**config.mk**
```make
export PLATFORM = sky130hd
export DESIGN_NAME = alert_handler_esc_timer_gen_flat
export DESIGN_NICKNAME = d
export VERILOG_FILES = /design/src/rtl/alert_handler_esc_timer_gen_if.sv /design/src/rtl/alert_handler_esc_timer_gen.sv /design/src/flat_wrapper.sv
export SDC_FILE = /design/constraint.sdc
export NUM_CORES = 1
export LEC_CHECK = 0
export CORE_MARGIN = 3
export CORE_UTILIZATION = 36
export CTS_CLUSTER_SIZE = 24
export DETAILED_ROUTE_END_ITERATION = 8
export HOLD_SLACK_MARGIN = 0.02
export PLACE_DENSITY = 0.69
export SYNTH_ARGS = -nofsm -noshare
export SYNTH_HDL_FRONTEND = slang
export SYNTH_SLANG_ARGS = --single-unit
```
**constraint.sdc**
```tcl
create_clock -name clk_i -period 9.4 [get_ports clk_i]
set_input_delay 1.41 -clock clk_i [delete_from_list [all_inputs] [get_ports clk_i]]
set_output_delay 1.41 -clock clk_i [all_outputs]
set_load 0.05 [all_outputs]
```
**src/rtl/alert_handler_esc_timer_gen_if.sv**
```systemverilog
// alert_handler_esc_timer_gen_if: configuration, trigger and escalation signals of one class timer
interface alert_handler_esc_timer_gen_if #(
    parameter int NPhases = 4,
    parameter int NEscSev = 4,
    parameter int CntDw   = 32
);
    localparam int PhIdxW = $clog2(NPhases);
    logic                       en_i;
    logic                       clr_i;
    logic                       clr_lock_i;
    logic                       timeout_en_i;
    logic                       accu_trig_i;
    logic                       accu_fail_i;
    logic [CntDw-1:0]           timeout_cyc_i;
    logic [NPhases*CntDw-1:0]   phase_cyc_i;
    logic [NEscSev-1:0]         esc_en_i;
    logic [NEscSev*PhIdxW-1:0]  esc_map_i;
    logic                       esc_trig_o;
    logic [CntDw-1:0]           esc_cnt_o;
    logic [2:0]                 esc_state_o;
    logic [PhIdxW-1:0]          esc_phase_o;
    logic                       locked_o;
    logic [NEscSev-1:0]         esc_sig_req_o;
    modport master (
        output en_i, clr_i, clr_lock_i, timeout_en_i, accu_trig_i, accu_fail_i,
               timeout_cyc_i, phase_cyc_i, esc_en_i, esc_map_i,
        input  esc_trig_o, esc_cnt_o, esc_state_o, esc_phase_o, locked_o, esc_sig_req_o
    );
    modport slave (
        input  en_i, clr_i, clr_lock_i, timeout_en_i, accu_trig_i, accu_fail_i,
               timeout_cyc_i, phase_cyc_i, esc_en_i, esc_map_i,
        output esc_trig_o, esc_cnt_o, esc_state_o, esc_phase_o, locked_o, esc_sig_req_o
    );
endinterface

```
**src/rtl/alert_handler_esc_timer_gen.sv**
```systemverilog
// alert_handler_esc_timer_gen: parametrised per-class interrupt timeout and phased escalation timer
module alert_handler_esc_timer_gen #(
    parameter int NPhases = 4,
    parameter int NEscSev = 4,
    parameter int CntDw   = 32
) (
    input logic clk_i,
    input logic rst_i,
    alert_handler_esc_timer_gen_if.slave bus
);
    localparam int PhIdxW = $clog2(NPhases);
    localparam logic [PhIdxW-1:0] LastPh = PhIdxW'(NPhases - 1);
    // sparse encoding: every undefined pattern is caught by the default branch
    typedef enum logic [5:0] {
        IDLE     = 6'b001010,
        TIMEOUT  = 6'b100101,
        PHASE    = 6'b010011,
        TERMINAL = 6'b111000,
        FSMERR   = 6'b001111
    } state_e;
    state_e             state_q;
    logic [CntDw-1:0]   cnt_q;
    logic [CntDw-1:0]   cnt_inc;
    logic [CntDw-1:0]   ph_thr;
    logic [PhIdxW-1:0]  phase_q;
    logic               trig_q;
    logic               locked_q;
    logic               esc_act;
    logic [NEscSev-1:0] req;
    assign cnt_inc = &cnt_q ? cnt_q : cnt_q + CntDw'(1);
    assign ph_thr  = bus.phase_cyc_i[int'(phase_q)*CntDw +: CntDw];
    // state, counter, phase index, trigger pulse and clear lock
    always_ff @(posedge clk_i or posedge rst_i) begin
        if (rst_i) begin
            state_q  <= IDLE;
            cnt_q    <= '0;
            phase_q  <= '0;
            trig_q   <= 1'b0;
            locked_q <= 1'b0;
        end else begin
            trig_q <= 1'b0;
            if (bus.accu_fail_i) begin
                state_q <= FSMERR;
                cnt_q   <= '0;
                phase_q <= '0;
            end else begin
                case (state_q)
                    IDLE: begin
                        if (bus.en_i && bus.accu_trig_i) begin
                            state_q <= PHASE;
                            cnt_q   <= '0;
                            phase_q <= '0;
                            trig_q  <= 1'b1;
                        end else if (bus.en_i && bus.timeout_en_i && |bus.timeout_cyc_i) begin
                            state_q <= TIMEOUT;
                            cnt_q   <= '0;
                        end
                    end
                    TIMEOUT: begin
                        if (bus.accu_trig_i || cnt_q >= bus.timeout_cyc_i - CntDw'(1)) begin
                            state_q <= PHASE;
                            cnt_q   <= '0;
                            phase_q <= '0;
                            trig_q  <= 1'b1;
                        end else if (!bus.timeout_en_i || bus.clr_i) begin
                            state_q <= IDLE;
                            cnt_q   <= '0;
                        end else begin
                            cnt_q <= cnt_inc;
                        end
                    end
                    PHASE: begin
                        if (bus.clr_i && !locked_q) begin
                            state_q <= IDLE;
                            cnt_q   <= '0;
                            phase_q <= '0;
                        end else if (cnt_q >= ph_thr) begin
                            cnt_q <= '0;
                            if (phase_q == LastPh) begin
                                state_q  <= TERMINAL;
                                locked_q <= bus.clr_lock_i;
                            end else begin
                                phase_q <= phase_q + PhIdxW'(1);
                            end
                        end else begin
                            cnt_q <= cnt_inc;
                        end
                    end
                    TERMINAL: begin
                        if (bus.clr_i && !locked_q) begin
                            state_q <= IDLE;
                            cnt_q   <= '0;
                            phase_q <= '0;
                        end
                    end
                    FSMERR: begin
                        state_q <= FSMERR;
                    end
                    default: begin
                        state_q <= FSMERR;
                        cnt_q   <= '0;
                        phase_q <= '0;
                    end
                endcase
            end
        end
    end
    // per-signal request: enabled signal whose mapped phase is the active one
    always_comb begin
        req = '0;
        for (int s = 0; s < NEscSev; s++) begin
            req[s] = bus.esc_en_i[s] && esc_act && (bus.esc_map_i[s*PhIdxW +: PhIdxW] == phase_q);
        end
    end
    assign esc_act = (state_q == PHASE) || (state_q == TERMINAL);
    assign bus.esc_state_o = (state_q == IDLE)     ? 3'd0 :
                             (state_q == TIMEOUT)  ? 3'd1 :
                             (state_q == PHASE)    ? 3'd2 :
                             (state_q == TERMINAL) ? 3'd3 : 3'd7;
    assign bus.esc_sig_req_o = (bus.esc_state_o == 3'd7) ? '1 : req;
    assign bus.esc_trig_o    = trig_q;
    assign bus.esc_cnt_o     = cnt_q;
    assign bus.esc_phase_o   = phase_q;
    assign bus.locked_o      = locked_q;
endmodule

```
**src/flat_wrapper.sv**
```systemverilog
// flat-port wrapper written by rule: the top's interface ports become plain ports
module alert_handler_esc_timer_gen_flat 
#(
    parameter int NPhases = 4,
    parameter int NEscSev = 4,
    parameter int CntDw   = 32
)
  (clk_i, rst_i, bus_en_i, bus_clr_i, bus_clr_lock_i, bus_timeout_en_i, bus_accu_trig_i, bus_accu_fail_i, bus_timeout_cyc_i, bus_phase_cyc_i, bus_esc_en_i, bus_esc_map_i, bus_esc_trig_o, bus_esc_cnt_o, bus_esc_state_o, bus_esc_phase_o, bus_locked_o, bus_esc_sig_req_o);
  alert_handler_esc_timer_gen_if #(.NPhases(NPhases), .NEscSev(NEscSev), .CntDw(CntDw)) bus_i ();
  input logic clk_i;
  input logic rst_i;
  input wire logic [$bits(bus_i.en_i)-1:0] bus_en_i;
  input wire logic [$bits(bus_i.clr_i)-1:0] bus_clr_i;
  input wire logic [$bits(bus_i.clr_lock_i)-1:0] bus_clr_lock_i;
  input wire logic [$bits(bus_i.timeout_en_i)-1:0] bus_timeout_en_i;
  input wire logic [$bits(bus_i.accu_trig_i)-1:0] bus_accu_trig_i;
  input wire logic [$bits(bus_i.accu_fail_i)-1:0] bus_accu_fail_i;
  input wire logic [$bits(bus_i.timeout_cyc_i)-1:0] bus_timeout_cyc_i;
  input wire logic [$bits(bus_i.phase_cyc_i)-1:0] bus_phase_cyc_i;
  input wire logic [$bits(bus_i.esc_en_i)-1:0] bus_esc_en_i;
  input wire logic [$bits(bus_i.esc_map_i)-1:0] bus_esc_map_i;
  output wire logic [$bits(bus_i.esc_trig_o)-1:0] bus_esc_trig_o;
  output wire logic [$bits(bus_i.esc_cnt_o)-1:0] bus_esc_cnt_o;
  output wire logic [$bits(bus_i.esc_state_o)-1:0] bus_esc_state_o;
  output wire logic [$bits(bus_i.esc_phase_o)-1:0] bus_esc_phase_o;
  output wire logic [$bits(bus_i.locked_o)-1:0] bus_locked_o;
  output wire logic [$bits(bus_i.esc_sig_req_o)-1:0] bus_esc_sig_req_o;
  assign bus_i.en_i = bus_en_i;
  assign bus_i.clr_i = bus_clr_i;
  assign bus_i.clr_lock_i = bus_clr_lock_i;
  assign bus_i.timeout_en_i = bus_timeout_en_i;
  assign bus_i.accu_trig_i = bus_accu_trig_i;
  assign bus_i.accu_fail_i = bus_accu_fail_i;
  assign bus_i.timeout_cyc_i = bus_timeout_cyc_i;
  assign bus_i.phase_cyc_i = bus_phase_cyc_i;
  assign bus_i.esc_en_i = bus_esc_en_i;
  assign bus_i.esc_map_i = bus_esc_map_i;
  assign bus_esc_trig_o = bus_i.esc_trig_o;
  assign bus_esc_cnt_o = bus_i.esc_cnt_o;
  assign bus_esc_state_o = bus_i.esc_state_o;
  assign bus_esc_phase_o = bus_i.esc_phase_o;
  assign bus_locked_o = bus_i.locked_o;
  assign bus_esc_sig_req_o = bus_i.esc_sig_req_o;
  alert_handler_esc_timer_gen #(.NPhases(NPhases), .NEscSev(NEscSev), .CntDw(CntDw)) u_core (.clk_i(clk_i), .rst_i(rst_i), .bus(bus_i));
endmodule
```
==> flow_metrics.env, run 1 <==
export IMPL_wl_per_cell_um=17.14
export IMPL_drt_iter0_drc=276
export IMPL_grt_pass1_vias=5463
export IMPL_setup_tns_ps=0
export IMPL_synth_top_area_frac=0.1829
export IMPL_reg2reg_depth=13
export IMPL_hold_end="u_core.bus.locked_o"
export IMPL_finalNonFillerCells=1037
export IMPL_port_buffers=222
export IMPL_min_path_type="register to register"
export IMPL_postRouteAntennaNets=0
export IMPL_max_freq_ghz=0.1643
export IMPL_synth_top_cell_by_area="dfrtp_1"
export IMPL_yosysWarnings=0
export IMPL_dieArea_um2=16720
export IMPL_synthTopCellsByCount="nand2_1, ha_1, nor2_1, dfrtp_1, inv_1"
export IMPL_nets=1100
export IMPL_irDropWorstVdd_mv=0.05675
export IMPL_diodes=0
export IMPL_ys_seq_elements=42
export IMPL_numCtsBuffers=5
export IMPL_worstPathArrival_ps=6260
export IMPL_reg2reg_slack_ps=5740
export IMPL_clk_pin_slew_ps=60
export IMPL_cp_max_fo=7
export IMPL_hold_path_startpoint="u_core.bus.locked_o"
export IMPL_cp_start_kind="primary input"
export IMPL_gp_congestion=0.8695
export IMPL_crit_type="primary input to register"
export IMPL_syn_nets=883
export IMPL_finalMaxSlewViolations=0
export IMPL_synth_edf_count=0
export IMPL_synth_distinct_cells=61
export IMPL_clock_latency_ps=290
export IMPL_setup_violations=0
export IMPL_cts_tree="built"
export IMPL_required_ps=9570
export IMPL_die_w_um=129.3
export IMPL_clock_path_buffers=2
export IMPL_cts_sinks=42
export IMPL_vias=5595
export IMPL_postSynthAreaPerCell_um2=8.619
export IMPL_netlist_area_um2=5473
export IMPL_synthArstFlopShare=1.000
export IMPL_postCtsSetupRepairBufs=0
export IMPL_rsz0062_at_grt="no"
export IMPL_fp_row_count=44
export IMPL_r2r_start="u_core.bus.esc_phase_o[0]"
export IMPL_dpl_hpwl_um=14880
export IMPL_end_kind="register"
export IMPL_grt_pass1_wl_um=28150
export IMPL_leakagePower_nw=3.156
export IMPL_cts_resized=0
export IMPL_gr_total_overflow=0
export IMPL_slew_headroom=0.4305
export IMPL_via_per_inst=5.395
export IMPL_antenna_found_initial=0
export IMPL_htreeDepth=2
export IMPL_detail_route_first_pass_iterations=5
export IMPL_synth_seq_area_share=0.1925
export IMPL_dp_cells=1029
export IMPL_areaGrowthSynthToFinish_pct=47.03
export IMPL_p_total_w=0.0004907
export IMPL_track_usage=0.2108
export IMPL_wl_um=17770
export IMPL_finalCritPeriodShare=0.6476
export IMPL_worstReg2RegEnd="u_core.bus.esc_cnt_o[3]"
export IMPL_coreArea_um2=14700
export IMPL_power_density_nw_per_um2=60.98
export IMPL_synthTopCellsByArea="dfrtp_1, ha_1, mux4_2"
export IMPL_grt_max_degree=43
export IMPL_finalHoldViolations=0
export IMPL_outcome="finished clean"
export IMPL_drc=0
export IMPL_min_path_cells=1
export IMPL_io_pins=223
export IMPL_initial_core_util=0.3723
export IMPL_die_h_um=129.3
export IMPL_clock_skew_final_ps=4.972
export IMPL_max_cap_viol_count=0
export IMPL_drive_gt1_frac=0.07620
export IMPL_synthCells=635
export IMPL_cts_root_buf="clkbuf_16"
export IMPL_worst_pin_slew_ps=854.3
export IMPL_synth_most_common_cell="nand2_1"
export IMPL_hold_buffers=0
export IMPL_fin_crit_ps=6088
export IMPL_ys_dominant_reg_cell="dfrtp_1"
## report_power, final
part           total (W)              switching, W  internal (W)
Clock           0.000174                 0.0000684      0.000105
Combinational   0.000136                 0.0000450     0.0000911
Sequential      0.000181  0.0000000000000000000154      0.000181
Total           0.000491                  0.000113      0.000377
## per-layer routing
| metal | up-vias | part of all wire | global-route usage |
|---|---|---|---|
| li1 | 2794 | - | - |
| met1 | 2596 | 0.45 | 0.2901 |
| met2 | 196 | 0.48 | 0.3588 |
| met3 | 9 | 0.059 | 0.02514 |
| met4 | 0 | 0.0096 | 0.04200 |
| met5 | - | 0 | 0 |
## critical path, stage by stage
cell             delay [ps]
clkdlybuf4s50_1         470
or4_1                   630
nor3_1                  280
nand3_1                 210
nor2_1                  250
nand3_1                 190
nor3b_1                 290
xnor2_1                 170
ha_1                    270
nand4_1                 150
nor4_1                   90
a2111oi_0               480
o21ai_1                 200
or4_4                   470
a21oi_4                 290
nor2_4                  110
mux2_4                  300
## metrics by stage
stage	instance area [µm²]	utilization	hold slack (ps)	setup slack, ps
final	8046	0.5474	530.7	3313
after global routing	8046	0.5474	554.3	2891
after CTS	8046	0.5474	538.5	3333
after detailed placement	7899	0.5374	525.4	3050
after global placement	7899	0.5374	515.7	3127
after floorplan	5473	-	466.7	4012
## cells by family after synthesis
logic type               synth area share
AND/OR/NAND/NOR                    0.2405
multiplexers                       0.1447
XOR/XNOR                          0.09762
buffers and inverters             0.03955
adder cells (fa/ha/maj)            0.1555
flip-flops                         0.1925
AO/OA/AOI/OAI                      0.1296
## cell usage in the layout, fill, tap and decap left out, types with 4 or more instances in the layout
cell type	count
buf_4	4
clkbuf_16	5
nand2b_1	10
o21ai_0	37
a21oi_1	28
or3_1	4
a21o_1	5
xor2_1	22
nand4_1	20
nand2_1	83
clkdlybuf4s50_1	222
or4_1	5
o211ai_1	4
and3_1	7
ha_1	68
nor3b_1	6
xnor2_1	39
dfrtp_1	38
mux4_2	32
nor3_1	20
nor2_1	42
inv_1	40
nand3_1	25
nor4_1	17
o21a_1	5
a211o_1	4
## layout make-up
| class | count | area, µm² |
|---|---|---|
| Multi-Input combinational cell | 537 | 4210 |
| Timing Repair Buffer | 226 | 2252 |
| Inverter | 40 | 150.1 |
| Tap cell | 184 | 230.2 |
| Clock buffer | 7 | 142.6 |
| Fill cell | 1320 | 6653 |
| Clock inverter | 1 | 5.005 |
| Sequential cell | 42 | 1056 |
## flip-flops by register name, indices dropped and copies added, names as in the netlist
| signal | cells |
|---|---|
| u_core.bus.esc_cnt_o | 32 |
| u_core.bus.esc_phase_o | 2 |
| u_core.bus.esc_trig_o | 1 |
| u_core.bus.locked_o | 1 |
| u_core.state_q | 6 |
## worst max path at each step
stage,from,end,slack [ps],cells after the start
floorplan,bus_timeout_cyc_i[5],u_core.state_q[4],4010,17
detailed placement,bus_timeout_cyc_i[3],u_core.state_q[4],3050,17
global route,bus_timeout_cyc_i[3],u_core.bus.esc_cnt_o[3],2890,19
finish,bus_timeout_cyc_i[3],u_core.state_q[4],3310,17
CTS,bus_timeout_cyc_i[3],u_core.bus.esc_cnt_o[21],3330,19
global placement,bus_timeout_cyc_i[3],u_core.state_q[4],3130,18
(Power assumes the default switching activity.)
==> run 2: changes to the inputs <==
==> constraint.sdc (replaced) <==
create_clock -name clk_i -period 6.22 [get_ports clk_i]
set_input_delay 0.933 -clock clk_i [delete_from_list [all_inputs] [get_ports clk_i]]
set_output_delay 0.933 -clock clk_i [all_outputs]
set_load 0.05 [all_outputs]
==> run 2 against run 1 <==
Combinational power increased by 52%. Utilization increased by 0.32 points. Wire length increased by 1.6%. Non-clock buffer count increased by 3. Final cell count increased by 0.29%. Clock skew increased by 1.8 ps. Design area increased by 0.59%. Sequential share of layout area decreased by 0.077 points. Worst hold slack improved by 3.0 ps. Setup slack got worse by 2700 ps. Critical path type unchanged. Critical endpoint unchanged.
==> flow_metrics.env, run 2 (synthesized netlist as in run 1, its figures left out) <==
export IMPL_wl_met3_um=1290
export IMPL_initial_core_util=0.3723
export IMPL_finalHoldViolations=0
export IMPL_crit_type="primary input to register"
export IMPL_nets=1103
export IMPL_drt_iter0_drc=291
export IMPL_via_per_inst=5.398
export IMPL_max_freq_ghz=0.1790
export IMPL_rsz0062_at_grt="no"
export IMPL_final_common_cell="clkdlybuf4s50_1"
export IMPL_end_kind="register"
export IMPL_setup_violations=0
export IMPL_outcome="finished clean"
export IMPL_min_path_type="register to register"
export IMPL_max_cap_viol_count=0
export IMPL_clock_path_buffers=2
export IMPL_p_switching_w=0.0001744
export IMPL_p_total_w=0.0007860
export IMPL_finalNonFillerCells=1040
export IMPL_track_usage=0.2176
export IMPL_wl_um=18060
export IMPL_antenna_found_initial=0
export IMPL_cts_sinks=42
export IMPL_hold_buffers=0
export IMPL_die_w_um=129.3
export IMPL_dpl_cell_area_um2=7921
export IMPL_htreeDepth=2
export IMPL_coreArea_um2=14700
export IMPL_clock_latency_ps=290
export IMPL_post_route_util=0.5506
export IMPL_finalCritPeriodShare=0.8980
export IMPL_dp_cells=1032
export IMPL_vias=5614
export IMPL_setup_tns_ps=0
export IMPL_grt_max_degree=43
export IMPL_areaGrowthSynthToFinish_pct=47.90
export IMPL_worstPathArrival_ps=5760
export IMPL_slew_headroom=0.4007
export IMPL_seqPwrFrac=0.348
export IMPL_gp_congestion=0.8249
export IMPL_numCtsBuffers=5
export IMPL_p_comb_frac=0.263
export IMPL_cts_resized=0
export IMPL_diodes=0
export IMPL_grt_pass1_wl_um=29170
export IMPL_p_int_w=0.0006116
export IMPL_met2_length_um=8753
export IMPL_worst_pin_slew_ps=898.9
export IMPL_switching_share=0.2219
export IMPL_wl_per_cell_um=17.36
export IMPL_irDropWorstVdd_mv=0.09147
export IMPL_clockPowerShare=0.389
export IMPL_cp_start_kind="primary input"
export IMPL_drt_met1_wl_um=7774
export IMPL_finalMaxSlewViolations=0
export IMPL_fin_crit_ps=5585
export IMPL_dpl_hpwl_um=15210
export IMPL_clk_pin_slew_ps=60
export IMPL_cts_root_buf="clkbuf_16"
export IMPL_cts_tree="built"
export IMPL_clock_skew_final_ps=6.795
export IMPL_drc=0
export IMPL_largest_reg_flops=32
export IMPL_layout_common_cells="clkdlybuf4s50_1, nand2_1, ha_1"
export IMPL_grt_pass1_vias=5697
export IMPL_gr_total_overflow=0
export IMPL_leakagePower_nw=3.183
export IMPL_postRouteAntennaNets=0
export IMPL_port_buffers=222
export IMPL_die_h_um=129.3
export IMPL_detail_route_first_pass_iterations=4
export IMPL_dieArea_um2=16720
export IMPL_postCtsSetupRepairBufs=0
export IMPL_drive_gt1_frac=0.07944
export IMPL_io_pins=223
export IMPL_cp_max_fo=7
export IMPL_power_density_nw_per_um2=97.10
export IMPL_fp_row_count=44
export IMPL_required_ps=6390
export IMPL_post_route_cell_area_um2=8094
export IMPL_dr_max_layer_used="met4"
[run 2: cell types whose count changed in the layout (fill, tap and decap cells not counted)]
cell,before,now
clkinv_2,1,0
bufinv_16,0,1
buf_4,4,7
[run 2: cell type report]
type                            count  area [µm²]
Clock buffer                        7       142.6
Clock inverter                      1       30.03
Fill cell                        1322        6605
Inverter                           40       150.1
Multi-Input combinational cell    537        4210
Sequential cell                    42        1056
Tap cell                          184       230.2
Timing Repair Buffer              229        2275
[run 2: layer usage]
metal | GRT usage | up-vias
met5 | 0 | -
met4 | 0.04509 | 0
met3 | 0.03545 | 12
met2 | 0.3744 | 208
met1 | 0.2896 | 2592
li1 | - | 2802
[run 2: final timing paths]
check                      depth (start not counted)  slack [ps]                       from                   endpoint
min in group asynchronous                          3        1100                      rst_i    u_core.bus.esc_cnt_o[1]
min                                                1         530        u_core.bus.locked_o        u_core.bus.locked_o
min reg2reg                                        1         530        u_core.bus.locked_o        u_core.bus.locked_o
max reg2reg                                       12        2270  u_core.bus.esc_phase_o[0]          u_core.state_q[4]
max                                               17         630       bus_timeout_cyc_i[3]          u_core.state_q[4]
max in group asynchronous                          3        4730                      rst_i  u_core.bus.esc_phase_o[1]
[run 2: worst max-delay path, stage by stage]
cell and delay, ps:
clkdlybuf4s50_1 470, or4_1 630, nor3_1 290, nand3_1 220, nor2_1 200, nand3_1 180
nor4_1 280, xnor2_1 170, ha_1 280, nand4_1 130, nor4_1 80, a2111oi_0 510
o21ai_1 210, or4_4 470, a21oi_4 280, nor2_4 120, mux2_4 300
[run 2: stage by stage]
step / worst slack [ps] / hold WS, ps
after floorplan: 1309 / 466.7
after global placement: 527.5 / 510.5
after global routing: 181.0 / 562.5
after CTS: 668.1 / 526.0
after detailed placement: 380.4 / 517.1
final: 634.7 / 533.7
[run 2: power groups by stage]
stage	clock, W	sequential, W	combinational (W)
finish	0.000306	0.000273	0.000207
global route	0.000327	0.000273	0.000225
CTS	0.000312	0.000273	0.000208
detailed placement	0	0.000278	0.000207
global placement	0	0.000278	0.000205
floorplan	0	0.000278	0.0000677
==> run 3: changes to the inputs <==
--- a/config.mk
+++ b/config.mk
@@ -9,6 +9,7 @@
 export CORE_UTILIZATION = 36
 export CTS_CLUSTER_SIZE = 24
 export DETAILED_ROUTE_END_ITERATION = 8
+export GPL_ROUTABILITY_DRIVEN = 0
 export HOLD_SLACK_MARGIN = 0.02
 export PLACE_DENSITY = 0.69
 export SYNTH_ARGS = -nofsm -noshare
==> results of run 3 <==
No change in the layout: final DEF, timing and power equal those of run 2.
